**config.mk**
```make
export PLATFORM = sky130hd
export DESIGN_NAME = cpu_ctrl
export DESIGN_NICKNAME = d
export VERILOG_FILES = /design/src/rtl/cpu_pkg.sv /design/src/rtl/instr_dec.sv /design/src/rtl/cpu_ctrl.sv
export SDC_FILE = /design/constraint.sdc
export NUM_CORES = 1
export LEC_CHECK = 0
export ABC_AREA = 0
export CAP_MARGIN = 25
export CORE_MARGIN = 1
export CORE_UTILIZATION = 41
export CTS_BUF_LIST = sky130_fd_sc_hd__clkbuf_16
export DETAILED_ROUTE_END_ITERATION = 10
export MAX_ROUTING_LAYER = met4
export PLACE_DENSITY = 0.73
export SLEW_MARGIN = 20
export SYNTH_ARGS = -nofsm -noshare
export SYNTH_HDL_FRONTEND = slang
export SYNTH_SLANG_ARGS = --single-unit
```
**constraint.sdc**
```tcl
create_clock -name clk -period 1.8 [get_ports clk]
set_clock_uncertainty 0.1 [all_clocks]
set_input_delay 0.18 -clock clk [delete_from_list [all_inputs] [get_ports clk]]
set_output_delay 0.18 -clock clk [all_outputs]
set_load 0.02 [all_outputs]
```
**src/rtl/cpu_pkg.sv**
```systemverilog
// Shared types and constants for the Simple RISC Machine controller:
// state encoding, opcode/op values, writeback selects and IR field positions.
package cpu_pkg;

    typedef enum logic [2:0] {
        S_WAIT,
        S_DECODE,
        S_GET_A,
        S_GET_B,
        S_EXEC,
        S_WR_IMM,
        S_WR_REG
    } state_t;

    typedef enum logic [2:0] {
        C_MOV_IMM,
        C_MOV_REG,
        C_ALU,
        C_CMP,
        C_MVN,
        C_ILLEGAL
    } iclass_t;

    localparam logic [2:0] OPC_MOV    = 3'b110;
    localparam logic [2:0] OPC_ALU    = 3'b101;
    localparam logic [1:0] OP_MOV_IMM = 2'b10;
    localparam logic [1:0] OP_MOV_REG = 2'b00;
    localparam logic [1:0] OP_ADD     = 2'b00;
    localparam logic [1:0] OP_CMP     = 2'b01;
    localparam logic [1:0] OP_AND     = 2'b10;
    localparam logic [1:0] OP_MVN     = 2'b11;

    localparam logic [1:0] VSEL_C   = 2'b00;
    localparam logic [1:0] VSEL_IMM = 2'b10;

    localparam int OPC_MSB = 15, OPC_LSB = 13;
    localparam int OP_MSB  = 12, OP_LSB  = 11;
    localparam int RN_MSB  = 10, RN_LSB  = 8;
    localparam int RD_MSB  = 7,  RD_LSB  = 5;
    localparam int SH_MSB  = 4,  SH_LSB  = 3;
    localparam int RM_MSB  = 2,  RM_LSB  = 0;
    localparam int IMM_MSB = 7;

    // Everything the FSM drives, registered together as one word.
    typedef struct packed {
        logic       w;
        logic [2:0] readnum;
        logic [2:0] writenum;
        logic       write;
        logic       loada;
        logic       loadb;
        logic       loadc;
        logic       loads;
        logic       asel;
        logic [1:0] vsel;
        logic [1:0] shift;
        logic [1:0] aluop;
        logic       illegal;
    } ctrl_t;

    localparam ctrl_t CTRL_IDLE = '{w: 1'b1, default: '0};

    function automatic logic [15:0] sext8(input logic [7:0] v);
        return {{8{v[IMM_MSB]}}, v};
    endfunction

endpackage

```
**src/rtl/instr_dec.sv**
```systemverilog
// Combinational instruction decoder: splits the IR into fields, sign-extends
// the 8-bit immediate and classifies the instruction.
module instr_dec
    import cpu_pkg::*;
(
    input  logic [15:0] ir,
    output logic [1:0]  op,
    output logic [2:0]  rn,
    output logic [2:0]  rd,
    output logic [1:0]  sh,
    output logic [2:0]  rm,
    output logic [15:0] sximm8,
    output iclass_t     cls
);

    logic [2:0] opcode;

    assign opcode = ir[OPC_MSB:OPC_LSB];
    assign op     = ir[OP_MSB:OP_LSB];
    assign rn     = ir[RN_MSB:RN_LSB];
    assign rd     = ir[RD_MSB:RD_LSB];
    assign sh     = ir[SH_MSB:SH_LSB];
    assign rm     = ir[RM_MSB:RM_LSB];
    assign sximm8 = sext8(ir[7:0]);

    always_comb begin
        cls = C_ILLEGAL;
        if (opcode == OPC_MOV) begin
            if (op == OP_MOV_IMM)      cls = C_MOV_IMM;
            else if (op == OP_MOV_REG) cls = C_MOV_REG;
        end else if (opcode == OPC_ALU) begin
            case (op)
                OP_ADD, OP_AND: cls = C_ALU;
                OP_CMP:         cls = C_CMP;
                OP_MVN:         cls = C_MVN;
                default:        cls = C_ILLEGAL;
            endcase
        end
    end

endmodule

```
**src/rtl/cpu_ctrl.sv**
```systemverilog
// Instruction register plus multi-cycle control FSM for the Simple RISC Machine.
// Outputs are registered from the next state so they line up with the state.
module cpu_ctrl
    import cpu_pkg::*;
(
    input  logic        clk,
    input  logic        rst_n,
    input  logic [15:0] in,
    input  logic        load,
    input  logic        s,
    output logic        w,
    output logic [2:0]  readnum,
    output logic [2:0]  writenum,
    output logic        write,
    output logic        loada,
    output logic        loadb,
    output logic        loadc,
    output logic        loads,
    output logic        asel,
    output logic [1:0]  vsel,
    output logic [1:0]  shift,
    output logic [1:0]  aluop,
    output logic [15:0] sximm8,
    output logic        illegal
);

    state_t      state, state_nxt;
    ctrl_t       ctrl, ctrl_nxt;
    logic [15:0] ir, ir_nxt;
    logic [15:0] sximm8_r;

    logic [1:0]  d_op, d_sh;
    logic [2:0]  d_rn, d_rd, d_rm;
    logic [15:0] d_sximm8;
    iclass_t     d_cls;

    // IR only accepts a new word while idle.
    assign ir_nxt = (state == S_WAIT && load) ? in : ir;

    // Decoding ir_nxt lets DECODE see a word loaded on the same edge as s.
    instr_dec u_dec (
        .ir     (ir_nxt),
        .op     (d_op),
        .rn     (d_rn),
        .rd     (d_rd),
        .sh     (d_sh),
        .rm     (d_rm),
        .sximm8 (d_sximm8),
        .cls    (d_cls)
    );

    always_comb begin
        state_nxt = state;
        case (state)
            S_WAIT:   if (s) state_nxt = S_DECODE;
            S_DECODE: begin
                case (d_cls)
                    C_MOV_IMM:        state_nxt = S_WR_IMM;
                    C_MOV_REG, C_MVN: state_nxt = S_GET_B;
                    C_ALU, C_CMP:     state_nxt = S_GET_A;
                    default:          state_nxt = S_WAIT;
                endcase
            end
            S_GET_A:  state_nxt = S_GET_B;
            S_GET_B:  state_nxt = S_EXEC;
            S_EXEC:   state_nxt = (d_cls == C_CMP) ? S_WAIT : S_WR_REG;
            default:  state_nxt = S_WAIT;
        endcase
    end

    always_comb begin
        ctrl_nxt = '0;
        case (state_nxt)
            S_WAIT:   ctrl_nxt.w = 1'b1;
            S_DECODE: ctrl_nxt.illegal = (d_cls == C_ILLEGAL);
            S_GET_A: begin
                ctrl_nxt.readnum = d_rn;
                ctrl_nxt.loada   = 1'b1;
            end
            S_GET_B: begin
                ctrl_nxt.readnum = d_rm;
                ctrl_nxt.loadb   = 1'b1;
            end
            S_EXEC: begin
                ctrl_nxt.shift = d_sh;
                // MOV reg runs as 0 + shifted Rm.
                ctrl_nxt.aluop = (d_cls == C_MOV_REG) ? 2'b00 : d_op;
                ctrl_nxt.asel  = (d_cls == C_MOV_REG);
                ctrl_nxt.loads = (d_cls == C_CMP);
                ctrl_nxt.loadc = (d_cls != C_CMP);
            end
            S_WR_IMM: begin
                ctrl_nxt.writenum = d_rn;
                ctrl_nxt.write    = 1'b1;
                ctrl_nxt.vsel     = VSEL_IMM;
            end
            S_WR_REG: begin
                ctrl_nxt.writenum = d_rd;
                ctrl_nxt.write    = 1'b1;
                ctrl_nxt.vsel     = VSEL_C;
            end
            default: ctrl_nxt = '0;
        endcase
    end

    always_ff @(posedge clk or negedge rst_n) begin
        if (!rst_n) begin
            state    <= S_WAIT;
            ir       <= '0;
            ctrl     <= CTRL_IDLE;
            sximm8_r <= '0;
        end else begin
            state    <= state_nxt;
            ir       <= ir_nxt;
            ctrl     <= ctrl_nxt;
            sximm8_r <= d_sximm8;
        end
    end

    assign w        = ctrl.w;
    assign readnum  = ctrl.readnum;
    assign writenum = ctrl.writenum;
    assign write    = ctrl.write;
    assign loada    = ctrl.loada;
    assign loadb    = ctrl.loadb;
    assign loadc    = ctrl.loadc;
    assign loads    = ctrl.loads;
    assign asel     = ctrl.asel;
    assign vsel     = ctrl.vsel;
    assign shift    = ctrl.shift;
    assign aluop    = ctrl.aluop;
    assign illegal  = ctrl.illegal;
    assign sximm8   = sximm8_r;

endmodule

```
* Word level (Yosys, flattened, before mapping)
Cells that the tools add are included.
** Storage, ports and cells
- Register bits :: 47
- Bits in latches :: 0
- RAM bits :: 0
- ROM bits :: 0
- Input bits :: 20
- Output and inout port bits :: 36
- Logic and storage cells :: 65
- Memories :: 0
** Cells by class
- $add $sub $neg :: 0
- Multipliers :: 0
- Div/mod/pow operators :: 0
- Magnitude comparators :: 0
- Eq/ne operators :: 21
- Shift-type cells :: 0
- Muxes and demuxes :: 20
- Bitwise logic cells :: 0
- Reduce and logical (&&, ||, !) cells :: 8
** Operators with widths (number)
- equality test 3 bit (second input constant) :: 8
- 2-to-1 mux 3 bit :: 7
- equality test 3 x 2 -> 1 bit (second input constant) :: 6
- one-hot mux 3 bit (3 select lines) :: 2
- 2-to-1 mux 16 bit :: 1
- one-hot mux 3 bit (5 select lines) :: 1
- equality test 3 x 1 -> 1 bit (second input constant) :: 3
- logical NOT 3 bit :: 3
- one-hot mux 4 bit (2 select lines) :: 1
- one-hot mux 3 bit (2 select lines) :: 1
- OR reduction 2 bit :: 3
- equality test 2 bit (second input constant) :: 2
- 2-to-1 mux 1 bit :: 4
- 2-to-1 mux 2 bit :: 2
- 2-to-1 mux 4 bit :: 1
- inequality test 3 x 2 -> 1 bit (second input constant) :: 1
- equality test 2 x 1 -> 1 bit (second input constant) :: 1
- logical NOT 2 bit :: 1
- logical AND 1 bit :: 1

* Longest topological paths before layout
- Depth in word-level cells :: 14
- Mapped depth :: 6
- Depth with buffers taken out :: 4

* By module
Synthesis repeated with hierarchy kept, for this count alone.
** Second synthesis, totals
- Cell total of the unflattened synthesis :: 175
- Area, all modules :: 2245.9 µm²
** By module, submodules not included
- cpu_ctrl :: instances 1, cells each 136, area an instance 1946.9 µm², seq. area each 1352.5 µm²
- instr_dec :: instances 1, cells each 39, area an instance 299.0 µm², seq. area each 0.0 µm²

* Worst setup path before layout
Ideal clock, no wire load.
- Path type :: register to register
- From :: register state[2]
- To :: register ctrl (netlist bit writenum[1])
- Library setup time :: 138 ps
- Data arrival time :: 1476 ps
- Data required time :: 1562 ps
- Slack :: 86 ps
- Stages on the path, launching flop included :: 6
- Path buffers :: 2
- Clock period less this slack :: 1714 ps
- Path through :: dfrtp_1 -> buf_2 -> nor4b_4 -> buf_4 -> mux2i_1 -> o22ai_1
** RTL lines
- start: declaration :: line cpu_ctrl.sv:27 : state_t state, state_nxt;
- start signal: assignment :: line cpu_ctrl.sv:113 : state <= state_nxt;
- end signal: assignment :: line cpu_ctrl.sv:115 : ctrl <= ctrl_nxt;
- end: declaration :: line cpu_ctrl.sv:28 : ctrl_t ctrl, ctrl_nxt;

==> impl_metrics.env <==
export IMPL_outcome="completed"
export IMPL_clock_sinks=38
export IMPL_cp_max_fo=6
export IMPL_io_buffers=54
export IMPL_clockPowerShare_pct=18.5
export IMPL_drc=0
export IMPL_pre_cts_slack_ps=-11.0
export IMPL_cp_top_family="simple AND/OR/NAND/NOR gates"
export IMPL_dr_pass1_iters=4
export IMPL_top_level_ports=56
export IMPL_final_cells=257
export IMPL_switching_share_pct=36.6
export IMPL_final_core_util_pct=62.0
export IMPL_p_leak_nw=1.16
export IMPL_power_mw=4.33
export IMPL_max_stage_delay_ps=510
export IMPL_core_area_mm2=0.00409
export IMPL_syn_area_mm2=0.00177
export IMPL_setup_violations=0
export IMPL_die_x_um=67.7
export IMPL_multi_input_area_um2=652
export IMPL_ys_types=39
export IMPL_grt_setup_unrepaired="true"
export IMPL_p_per_area_mw_per_mm2=1710
export IMPL_place_congestion=0.852
export IMPL_crit_required_ps=1830
export IMPL_fin_crit_ps=1760
export IMPL_hold_worst_slack_ps=313
export IMPL_synthCells=151
export IMPL_yosysWarnings=0
export IMPL_synth_seq_area_share_pct=53.7
export IMPL_tritoncts="yes"
export IMPL_grt_pass1_vias=1228
export IMPL_htree_levels=2
export IMPL_crit_chain="nor2b_4 > or4_1 > o211ai_1 > o32ai_2"
export IMPL_synth_edf_count=0
export IMPL_syn_avg_cell_area_um2=11.7
export IMPL_end_kind="flip-flop"
export IMPL_clock_fmax_mhz=567
export IMPL_cell_internal_pwr_mw=2.74
export IMPL_layout_common_cells="clkdlybuf4s50_1, dfrtp_1, buf_4"
export IMPL_p_sw_mw=1.58
export IMPL_nets=226
export IMPL_wirelength_um=3880
export IMPL_hold_path_class="primary input to async pin"
export IMPL_crit_buf_inv=0
export IMPL_async_flop_share_pct=100
export IMPL_vias=1284
export IMPL_start_util_pct=43.4
export IMPL_drt_initial_drc_count=64
export IMPL_synth_seq_cells=38
export IMPL_synthFlopType="dfrtp_1"
export IMPL_drv_cap=0
export IMPL_p_seq_share_pct=33.9
export IMPL_antenna_found_initial=0
export IMPL_area_delta_synth_final_pct=42.9
export IMPL_numCtsBuffers=5
export IMPL_grt_pass1_wl_um=5800
export IMPL_row_count=23
export IMPL_grt_total_usage_pct=18.4
export IMPL_clock_path_buffers=2
export IMPL_die_y_um=67.7
export IMPL_seq_area_um2=961
export IMPL_fin_ws_ps=37.5
export IMPL_dp_hpwl_um=2810
export IMPL_clk_pin_slew_ps=50
export IMPL_avgViaCountPerCell=5.00
export IMPL_drive_above_1_share_pct=25.1
export IMPL_worstPathArrival_ps=1800
export IMPL_path_class="flip-flop to flip-flop"
export IMPL_comb_power_share_pct=47.7
export IMPL_place_inst=245
export IMPL_tns_ps=0
export IMPL_layout_commonest_cell="clkdlybuf4s50_1"
export IMPL_syn_num_nets=171
export IMPL_grt_max_degree=21
export IMPL_grt_overflow_total=0
export IMPL_finalMaxSlewViolations=0
export IMPL_dieArea_mm2=0.00459
export IMPL_cp_start_kind="flip-flop"
export IMPL_root_buffer="clkbuf_16"
export IMPL_place_area_mm2=0.00231
export IMPL_wl_per_cell_um=15.1
export IMPL_finalCritPeriodShare_pct=97.9
export IMPL_insertion_delay_ps=270
export IMPL_hold_viol_final=0
export IMPL_cp_slowest_cell="or4_1"
export IMPL_peakVddDrop_v=0.000867
export IMPL_antenna_left=0
export IMPL_antennaDiodeCount=0
export IMPL_stdcell_area_mm2=0.00253
export IMPL_fillCellCount=317
power by group through the flow:
stage               registers [mW]  logic [mW]  clock network [mW]
floorplan                     1.44        1.29                   0
global placement              1.41        1.91                   0
detailed placement            1.43        1.95                   0
CTS                           1.42        1.98               0.814
global route                  1.51        2.21               0.858
finish                        1.47        2.06               0.800
final timing paths:
path | slack, ps | to | startpoint | depth (start not counted)
hold / removal | 310 | loadb | rst_n | 2
min in group clk | 350 | sximm8[5] | in[5] | 3
setup reg to reg | 40 | readnum[2] | state[1] | 4
setup / recovery | 40 | readnum[2] | state[1] | 4
hold reg to reg | 410 | ir[9] | ir[9] | 2
max in group asynchronous | 750 | w | rst_n | 3
sequential cells by signal (all words and copies together), names as in the netlist, 2 cells and up:
register,flops
aluop,2
ir,9
readnum,3
shift,2
state,3
sximm8,7
writenum,3
cell usage after synthesis (2+ instances only):
library cell,n,area share (%)
dfrtp_1,37,52
buf_4,18,7.6
inv_1,10,2.1
nand2_1,9,1.9
nor2_1,8,1.7
mux2_2,6,3.8
mux2i_1,6,3.4
and3_1,5,1.8
buf_2,4,1.1
nand2b_1,4,1.4
o21ai_0,4,1.1
o22ai_1,4,1.4
nand3b_1,3,1.3
nor3_1,3,0.85
o32ai_2,3,2.8
and4b_1,2,1.1
nor2b_1,2,0.71
nor3b_1,2,0.85
worst register-to-register path, cell delays in order (launching register included):
cell and delay (ps):
dfrtp_2 460, nor2b_4 160, or4_1 510, o211ai_1 240
o32ai_2 160
what timing repair did:
action	4_1_cts	5_1_grt
hold buffers	1	0
setup buffers	0	3
resized for setup	2	14
pin swaps	0	5
hold endpoints to repair	18	0
endpoints found under the setup margin	3	8
cell families after synthesis:
logic type	Yosys count	share of synthesized area [%]
AOI/OAI and AO/OA	17	8.54
muxes	12	7.20
DFF	38	53.7
and+or+nand+nor	50	18.8
buffers and inverters	33	11.5
other	1	0.212
cell type report:
| cell class | instances | share of cell area, % |
|---|---|---|
| clock inverter | 3 | 0.494 |
| clock buffer | 5 | 4.94 |
| tap | 50 | 2.47 |
| timing repair buffer | 71 | 26.9 |
| multi-input combinational | 80 | 25.7 |
| sequential | 38 | 37.9 |
| inverter | 10 | 1.48 |
routing by layer:
layer	part of all wire, %	wire [um]	global-route usage [%]	vias up
met1	41	1610	22.4	630
met5	0	0	-	-
met2	54	2080	29.3	32
li1	-	-	-	615
met3	3.4	131	3.55	7
met4	1.5	59	8.51	0
Power figures use the tool's default switching activity.
